File: src/rtl/two_bit_adder.sv
// 2-bit ripple-carry adder built from two full-adder stages, plus a registered copy
// of {Cout,S} for pipelined users.

module two_bit_adder_fa (
  input  logic a,
  input  logic b,
  input  logic c,
  output logic s,
  output logic co
);
  assign s  = a ^ b ^ c;
  assign co = (a & b) | (a & c) | (b & c);
endmodule

module two_bit_adder (
  input  logic       clock,
  input  logic       reset_n,
  input  logic [1:0] A,
  input  logic [1:0] B,
  input  logic       Cin,
  output logic [1:0] S,
  output logic       Cout,
  output logic [1:0] S_q,
  output logic       Cout_q
);
  localparam int W = 2;

  // c[i] is the carry into bit i; c[W] is the carry out of the top stage
  logic [W:0] c;

  assign c[0] = Cin;

  for (genvar i = 0; i < W; i++) begin : g_fa
    two_bit_adder_fa u_fa (
      .a  (A[i]),
      .b  (B[i]),
      .c  (c[i]),
      .s  (S[i]),
      .co (c[i+1])
    );
  end

  assign Cout = c[W];

  always_ff @(posedge clock) begin
    if (!reset_n) begin
      S_q    <= 2'b00;
      Cout_q <= 1'b0;
    end else begin
      S_q    <= S;
      Cout_q <= Cout;
    end
  end
endmodule

File: config.mk
export PLATFORM = sky130hd
export DESIGN_NAME = two_bit_adder
export DESIGN_NICKNAME = d
export VERILOG_FILES = /design/src/rtl/two_bit_adder.sv
export SDC_FILE = /design/constraint.sdc
export NUM_CORES = 1
export LEC_CHECK = 0
export CAP_MARGIN = 20
export CORE_AREA = 2 2 39 41
export DETAILED_ROUTE_END_ITERATION = 8
export DIE_AREA = 0 0 41 43
export PLACE_DENSITY = 0.36
export RECOVER_POWER = 100
export SLEW_MARGIN = 20
export SYNTH_ARGS = -nofsm -noshare
export SYNTH_HDL_FRONTEND = slang
export SYNTH_SLANG_ARGS = --single-unit
File: constraint.sdc
create_clock -name clock -period 5.6 [get_ports clock]
set_input_delay 1.68 -clock clock [delete_from_list [all_inputs] [get_ports clock]]
set_output_delay 1.68 -clock clock [all_outputs]
set_load 0.05 [all_outputs]
==> impl_metrics.ini, run 1 <==
[run_status]
status = finished, final reports clean

[worst_setup_path]
required_ns = 3.92
crit_fanout = 2
worstSetupStartpointType = input port
crit_arrival_ns = 3.70
endpoint_kind = primary output
worstSetupPathType = in -> out

[layout]
drive_gt1_share_pct = 15.6
multiInputGateArea_um2 = 63.8
area_growth_pct = 87.4
finalInstanceArea_um2 = 317
fin_util_pct = 22.9
n_antenna_cell = 0
fin_nets = 42
seqCellArea_um2 = 60.1
fillers = 156

[timing]
grt_setup_unrepaired = false
min_period_over_period_pct = 96.1
setup_viol = 0
worst_slew_pin_slew_ns = 0.588
max_freq_mhz = 186
worst_slack_ns = 0.219
relSlewSlack_pct = 60.9
setup_tns_ns = 0
hold_viol = 0
slew_violations = 0
period_needed_ns = 5.38

[synth]
synth-edff-count = 0
synth.area.top_cells = dfxtp_1, fa_1, inv_1
yosysSeqAreaShare_pct = 35.6
yosys.area.top_type_share_pct = 35.6
synth_seq_cells = 3
synth_top_area_cell = dfxtp_1
synth.most_common_cell = inv_1
syn_area_um2 = 169
ys_top_cells_by_count = inv_1, dfxtp_1, buf_4, fa_1, nor2b_2
syn_nets = 27
synth_warnings = 0
ys_types = 6
avgSynthCellArea_um2 = 9.38
netlist_instances = 18
async_flop_share_pct = 0
synth_ff_type = dfxtp_1

[floorplanning]
dieArea_um2 = 1760
die_h_um = 43
ios = 13
die_w_um = 41
core-area_um2 = 1380
initial_core_util_pct = 12.2
rows = 14

[cts]
cts-buffers-inserted = 3
cts_resized = 0
htree_num_levels = 1
path_clk_slew_ns = 0.04
cts_tree = done
cts_max_path_buffers = 2
post_cts_buffers = 0
cts_sinks = 3
cts_root_buffer = clkbuf_4
cts-hold-fix-buffers = 0

[placed_design]
dp_hpwl_um = 283
place_area_um2 = 314
post-place-ws_ns = 0.352
gp_congestion = 0.518
port_buffers = 12

[global_routing]
grt_antenna_before_repair = 0
grtUsageTotal_pct = 5.13
grt-ovfl-total = 0
grt_pass1_wl_um = 538
grt_max_degree = 4
grt_pass1_vias = 157

[routing]
detail-route-antenna-nets = 0
via_count = 138
drt_iter0_drc = 0
drcViolationCount = 0
first_pass_iters = 1
wl_per_cell_um = 7.17
wl_um = 344
vias_per_cell = 2.88

[min_path]
hp-class = in -> reg

[power]
power.leakage_nw = 0.165
pwr_density_cell_nw_per_um2 = 320
vdd_drop_max_v = 0.0000652

[flow_run]
maxCapViolCount = 0
path summary, 6_finish.rpt:
check	from	to	slack (ns)	cells after the start
worst min-delay path	reset_n	S_q[1]	2.08	2
worst max-delay path	A[0]	S[0]	0.22	5
worst max-delay path: stages:
cell,delay (ns)
dlygate4sd3_1,0.52
inv_1,0.06
fa_1,0.51
inv_1,0.06
dlygate4sd3_1,0.86
through the flow:
stage | total power, W | hold WS, ns | std cells
3_3_place_gp | 0.0000709 | 2.31 | 44
6_report | 0.000101 | 2.08 | 48
4_1_cts | 0.000112 | 2.06 | 48
3_5_place_dp | 0.0000714 | 2.31 | 44
5_1_grt | 0.000106 | 2.10 | 48
2_1_floorplan | 0.0000539 | 1.81 | 18
report_power, final:
| group | switching [W] | internal (W) |
|---|---|---|
| Combinational | 0.0000254 | 0.0000136 |
| Clock | 0.0000116 | 0.0000267 |
| Sequential | 0.000000321 | 0.0000236 |
| Total | 0.0000372 | 0.0000639 |
sequential cells by signal, summed over array words and instances (netlist names):
| register | count |
|---|---|
| Cout_q | 1 |
| S_q | 2 |
area by class of cell:
type,count,area share (%)
clock buffers,4,8.30
repair buffers,12,36.8
multi-input cells,5,20.2
well taps,16,6.32
flip-flops and latches,3,19.0
inverters,8,9.49
per-layer routing:
layer | vias up | global-route usage, % | routed length, um
li1 | 71 | - | -
met1 | 58 | 4.21 | 101
met2 | 9 | 7.19 | 180
met3 | 0 | 1.57 | 62
met4 | 0 | 8.00 | 0
met5 | - | 0 | 0
kinds of logic (layout without fill, tap and decap cells):
kind of cell             Yosys count  count (layout)  share of synthesized area (%)
buffers and inverters             10              24                           26.7
flip-flops                         3               3                           35.6
AND/OR/NAND/NOR                    3               3                           14.1
adder cells (fa/ha/maj)            2               2                           23.7
placed cells by master (no fill, tap or decap):
cell type | synthesis | routed
inv_1 | 8 | 8
nor2b_2 | 2 | 2
clkdlybuf4s50_1 | 0 | 5
dlymetal6s2s_1 | 0 | 1
dlygate4sd3_1 | 0 | 5
clkbuf_4 | 0 | 3
fa_1 | 2 | 2
clkbuf_1 | 0 | 2
nor2b_1 | 1 | 1
dfxtp_1 | 3 | 3
(Power assumes the default switching activity.)
==> run 2: changes to the inputs <==
--- a/config.mk
+++ b/config.mk
@@ -5,12 +5,16 @@
 export SDC_FILE = /design/constraint.sdc
 export NUM_CORES = 1
 export LEC_CHECK = 0
+export ABC_AREA = 1
 export CAP_MARGIN = 20
+export CELL_PAD_IN_SITES_DETAIL_PLACEMENT = 1
+export CELL_PAD_IN_SITES_GLOBAL_PLACEMENT = 2
 export CORE_AREA = 2 2 39 41
 export DETAILED_ROUTE_END_ITERATION = 8
 export DIE_AREA = 0 0 41 43
-export PLACE_DENSITY = 0.36
+export PLACE_DENSITY = 0.6
 export RECOVER_POWER = 100
+export SKIP_CTS_REPAIR_TIMING = 1
 export SLEW_MARGIN = 20
 export SYNTH_ARGS = -nofsm -noshare
 export SYNTH_HDL_FRONTEND = slang
==> impl_metrics.ini, run 2 <==
[routing]
via_count = 148
detail-route-antenna-nets = 0
routed.top_layer = met3
wl_met3_um = 59
wl_um = 404
first_pass_iters = 1
vias_per_cell = 3.02
wl_met2_um = 241
wl_met1_um = 103
wl_per_cell_um = 8.24
drcViolationCount = 0
drt_iter0_drc = 0

[timing]
worst_slew_pin_slew_ns = 0.591
relSlewSlack_pct = 60.7
worst_hold_slack_ns = 2.03
min_period_over_period_pct = 95.3
worst_slack_ns = 0.263
period_needed_ns = 5.34
grt_setup_unrepaired = false
hold_viol = 0
setup_viol = 0
max_freq_mhz = 187
setup_tns_ns = 0
slew_violations = 0

[worst_setup_path]
crit_fanout = 2
worstSetupStartpointType = input port
critPathMaxStageDelay_ns = 0.53
crit_path_top_delay_cell = dlygate4sd3_1
endpoint_kind = primary output
cp_cell_sequence = dlygate4sd3_1 > inv_1 > fa_1 > fa_1 > inv_1 > dlymetal6s2s_1
required_ns = 3.92
crit_arrival_ns = 3.66
worstSetupPathType = in -> out

[cts]
cts_sinks = 3
cts-buffers-inserted = 3
path_clk_slew_ns = 0.04
cts_root_buffer = clkbuf_4
htree_num_levels = 1
cts_tree = done
cts_max_path_buffers = 2

[power]
pwr_density_cell_nw_per_um2 = 325
seq_power_share_pct = 23.5
p_switching_w = 0.0000381
p_int_w = 0.0000643
p_sw_share_pct = 37.2
p_comb_share_pct = 39.2
vdd_drop_max_v = 0.0000532
power.leakage_nw = 0.166
p_clk_share_pct = 37.3

[layout]
largest_register_ffs = 2
reg.largest.list = S_q x2, Cout_q x1
layout_common_cells = inv_1, clkdlybuf4s50_1, dlygate4sd3_1
area_growth_pct = 88.1
n_antenna_cell = 0
fin_nets = 43
finalInstanceArea_um2 = 315
drive_gt1_share_pct = 21.2
final_common_cell = inv_1
regMostFlops = S_q

[synth]
netlist_instances = 19
synth_seq_cells = 3
ys_top_cells_by_count = inv_1, dfxtp_1, nor2_2
synth_warnings = 0
yosysSeqAreaShare_pct = 35.8
synth_ff_type = dfxtp_1
synth_top_area_cell = dfxtp_1
async_flop_share_pct = 0
ys_types = 6
synth.most_common_cell = inv_1
yosys.area.top_type_share_pct = 35.8
synth.area.top_cells = dfxtp_1, fa_1, inv_1
syn_nets = 28
syn_area_um2 = 168
synth-edff-count = 0
avgSynthCellArea_um2 = 8.82

[placed_design]
port_buffers = 12
place_area_um2 = 313
post-place-ws_ns = 0.315
gp_congestion = 0.595
dp_hpwl_um = 368

[global_routing]
grt_pass1_wl_um = 565
grt_antenna_before_repair = 0
grt-ovfl-total = 0
grt_max_degree = 4
grtUsageTotal_pct = 5.63
grt_pass1_vias = 163

[min_path]
hp-class = in -> reg

[flow_run]
maxCapViolCount = 0

[floorplanning]
core-area_um2 = 1380
initial_core_util_pct = 12.1
ios = 13
dieArea_um2 = 1760
rows = 14
die_w_um = 41
die_h_um = 43

[run_status]
status = finished, final reports clean
## run 2: cell count changes after synthesis, sizes merged
cell	previous run	this run
inv	8	9
nor2b	3	0
nor2	0	3
## run 2: final timing paths
check | startpoint | end | slack, ns | cells after the start
setup / recovery | A[0] | S[1] | 0.26 | 6
hold / removal | reset_n | Cout_q | 2.03 | 3
## run 2: final cells by class
type	instances	area, um^2
well taps	16	20.0
inverters	9	33.8
flip-flops and latches	3	60.1
clock buffers	4	26.3
repair buffers	12	116
multi-input cells	5	58.8
fillers	169	1070
## run 2: logic make-up (layout without fill, tap and decap cells)
| logic type | after synthesis | count (layout) | synth area share (%) |
|---|---|---|---|
| flops | 3 | 3 | 35.8 |
| buf+inv | 11 | 25 | 29.1 |
| simple gates | 3 | 3 | 11.2 |
| fa+ha+maj | 2 | 2 | 23.9 |
## run 2: critical path: cells and delay by family
family | cells | cell delay [ns]
buf+inv | 4 | 1.06
fa+ha+maj | 2 | 0.91
## run 2: power by group through the flow
stage | Sequential (W) | Combinational [W] | Clock, W
global placement | 0.0000244 | 0.0000471 | 0
detailed placement | 0.0000246 | 0.0000480 | 0
finish | 0.0000241 | 0.0000402 | 0.0000382
floorplan | 0.0000322 | 0.0000225 | 0
CTS | 0.0000242 | 0.0000481 | 0.0000399
global route | 0.0000241 | 0.0000427 | 0.0000402
## run 2: stage by stage
step           util, %  std cells  total power, W
6_report          22.8         49        0.000102
5_1_grt           22.8         49        0.000107
4_1_cts           24.5         49        0.000112
3_5_place_dp      22.6         45       0.0000726
3_3_place_gp      22.6         45       0.0000715
2_1_floorplan        -         19       0.0000546
## run 2: layer usage
layer  vias up  global-route usage [%]
met4         0                    8.00
li1         73                       -
met5         -                       0
met1        66                    3.55
met2         9                    9.38
met3         0                    1.57
==> run 3: changes to the inputs <==
==> constraint.sdc (replaced) <==
create_clock -name clock -period 5.6 [get_ports clock]
set_input_delay 0.84 -clock clock [delete_from_list [all_inputs] [get_ports clock]]
set_output_delay 0.84 -clock clock [all_outputs]
set_load 0.05 [all_outputs]
==> impl_metrics.ini, run 3 (synthesized netlist as in run 2, its figures left out) <==
[routing]
drt_iter0_drc = 1
detail-route-antenna-nets = 0
vias_per_cell = 3.08
first_pass_iters = 2
wl_um = 435
via_count = 151
drcViolationCount = 0
wl_per_cell_um = 8.88

[timing]
worst_slew_pin_slew_ns = 0.502
relSlewSlack_pct = 66.4
period_needed_ns = 4.10
setup_tns_ns = 0
setup_viol = 0
slew_violations = 0
min_period_over_period_pct = 73.3
max_freq_mhz = 244
hold_viol = 0
grt_setup_unrepaired = false
worst_slack_ns = 1.50

[placed_design]
post-place-ws_ns = 1.61
dp_hpwl_um = 365
gp_congestion = 0.591
port_buffers = 12

[power]
power.leakage_nw = 0.160
pwr_density_cell_nw_per_um2 = 326
vdd_drop_max_v = 0.0000532

[floorplanning]
initial_core_util_pct = 12.1
die_w_um = 41
ios = 13
rows = 14
dieArea_um2 = 1760
die_h_um = 43
core-area_um2 = 1380

[cts]
cts_tree = done
path_clk_slew_ns = 0.04
cts-buffers-inserted = 3
cts_max_path_buffers = 2
htree_num_levels = 1
cts_root_buffer = clkbuf_4
cts_sinks = 3

[worst_setup_path]
crit_arrival_ns = 3.26
worstSetupPathType = in -> out
endpoint_kind = primary output
worstSetupStartpointType = input port
required_ns = 4.76
crit_fanout = 2

[global_routing]
grt_pass1_wl_um = 627
grt-ovfl-total = 0
grt_antenna_before_repair = 0
grt_pass1_vias = 161
grt_max_degree = 4
grtUsageTotal_pct = 6.34

[layout]
final_common_cell = inv_1
n_antenna_cell = 0
regMostFlops = S_q
largest_register_ffs = 2
area_growth_pct = 90.3
layout_common_cells = inv_1, dlygate4sd3_1, clkdlybuf4s50_1
fin_util_pct = 23.1
reg.largest.list = S_q x2, Cout_q x1
drive_gt1_share_pct = 21.2
fin_nets = 43

[run_status]
status = finished, final reports clean

[min_path]
hp-class = in -> reg
holdPathStages = 3

[flow_run]
maxCapViolCount = 0
## run 3: area by class of cell
class | count | area [um^2]
Tap cell | 16 | 20.0
Multi-Input combinational cell | 5 | 58.8
Clock buffer | 4 | 26.3
Sequential cell | 3 | 60.1
Inverter | 9 | 33.8
Fill cell | 162 | 1060
Timing Repair Buffer | 12 | 120
## run 3: critical path, stage by stage
cell	delay, ns
dlygate4sd3_1	0.52
inv_1	0.06
fa_1	0.43
fa_1	0.49
inv_1	0.07
dlygate4sd3_1	0.86
## run 3: path summary, 6_finish.rpt
path / endpoint / startpoint
setup / recovery: S[1] / A[0]
hold / removal: Cout_q / reset_n
## run 3: power breakdown
group / internal (W) / switching (W)
Clock: 0.0000268 / 0.0000129
Combinational: 0.0000139 / 0.0000263
Sequential: 0.0000236 / 0.000000452
## run 3: stage by stage
stage | cell area, um^2 | hold slack [ns] | power (W) | instances
3_5_place_dp | 293 | 1.43 | 0.0000673 | 45
5_1_grt | 319 | 1.20 | 0.000110 | 49
3_3_place_gp | 293 | 1.43 | 0.0000662 | 45
4_1_cts | 319 | 1.18 | 0.000108 | 49
6_report | 319 | 1.18 | 0.000104 | 49
2_1_floorplan | 168 | 0.961 | 0.0000546 | 19
## run 3: metal layers
layer  vias up  GRT usage (%)  wire [um]
met4         0           10.0         15
met2        11           9.69        243
met3         2           1.57         42
met1        65           4.53        133
met5         -              0          0
li1         73              -          -
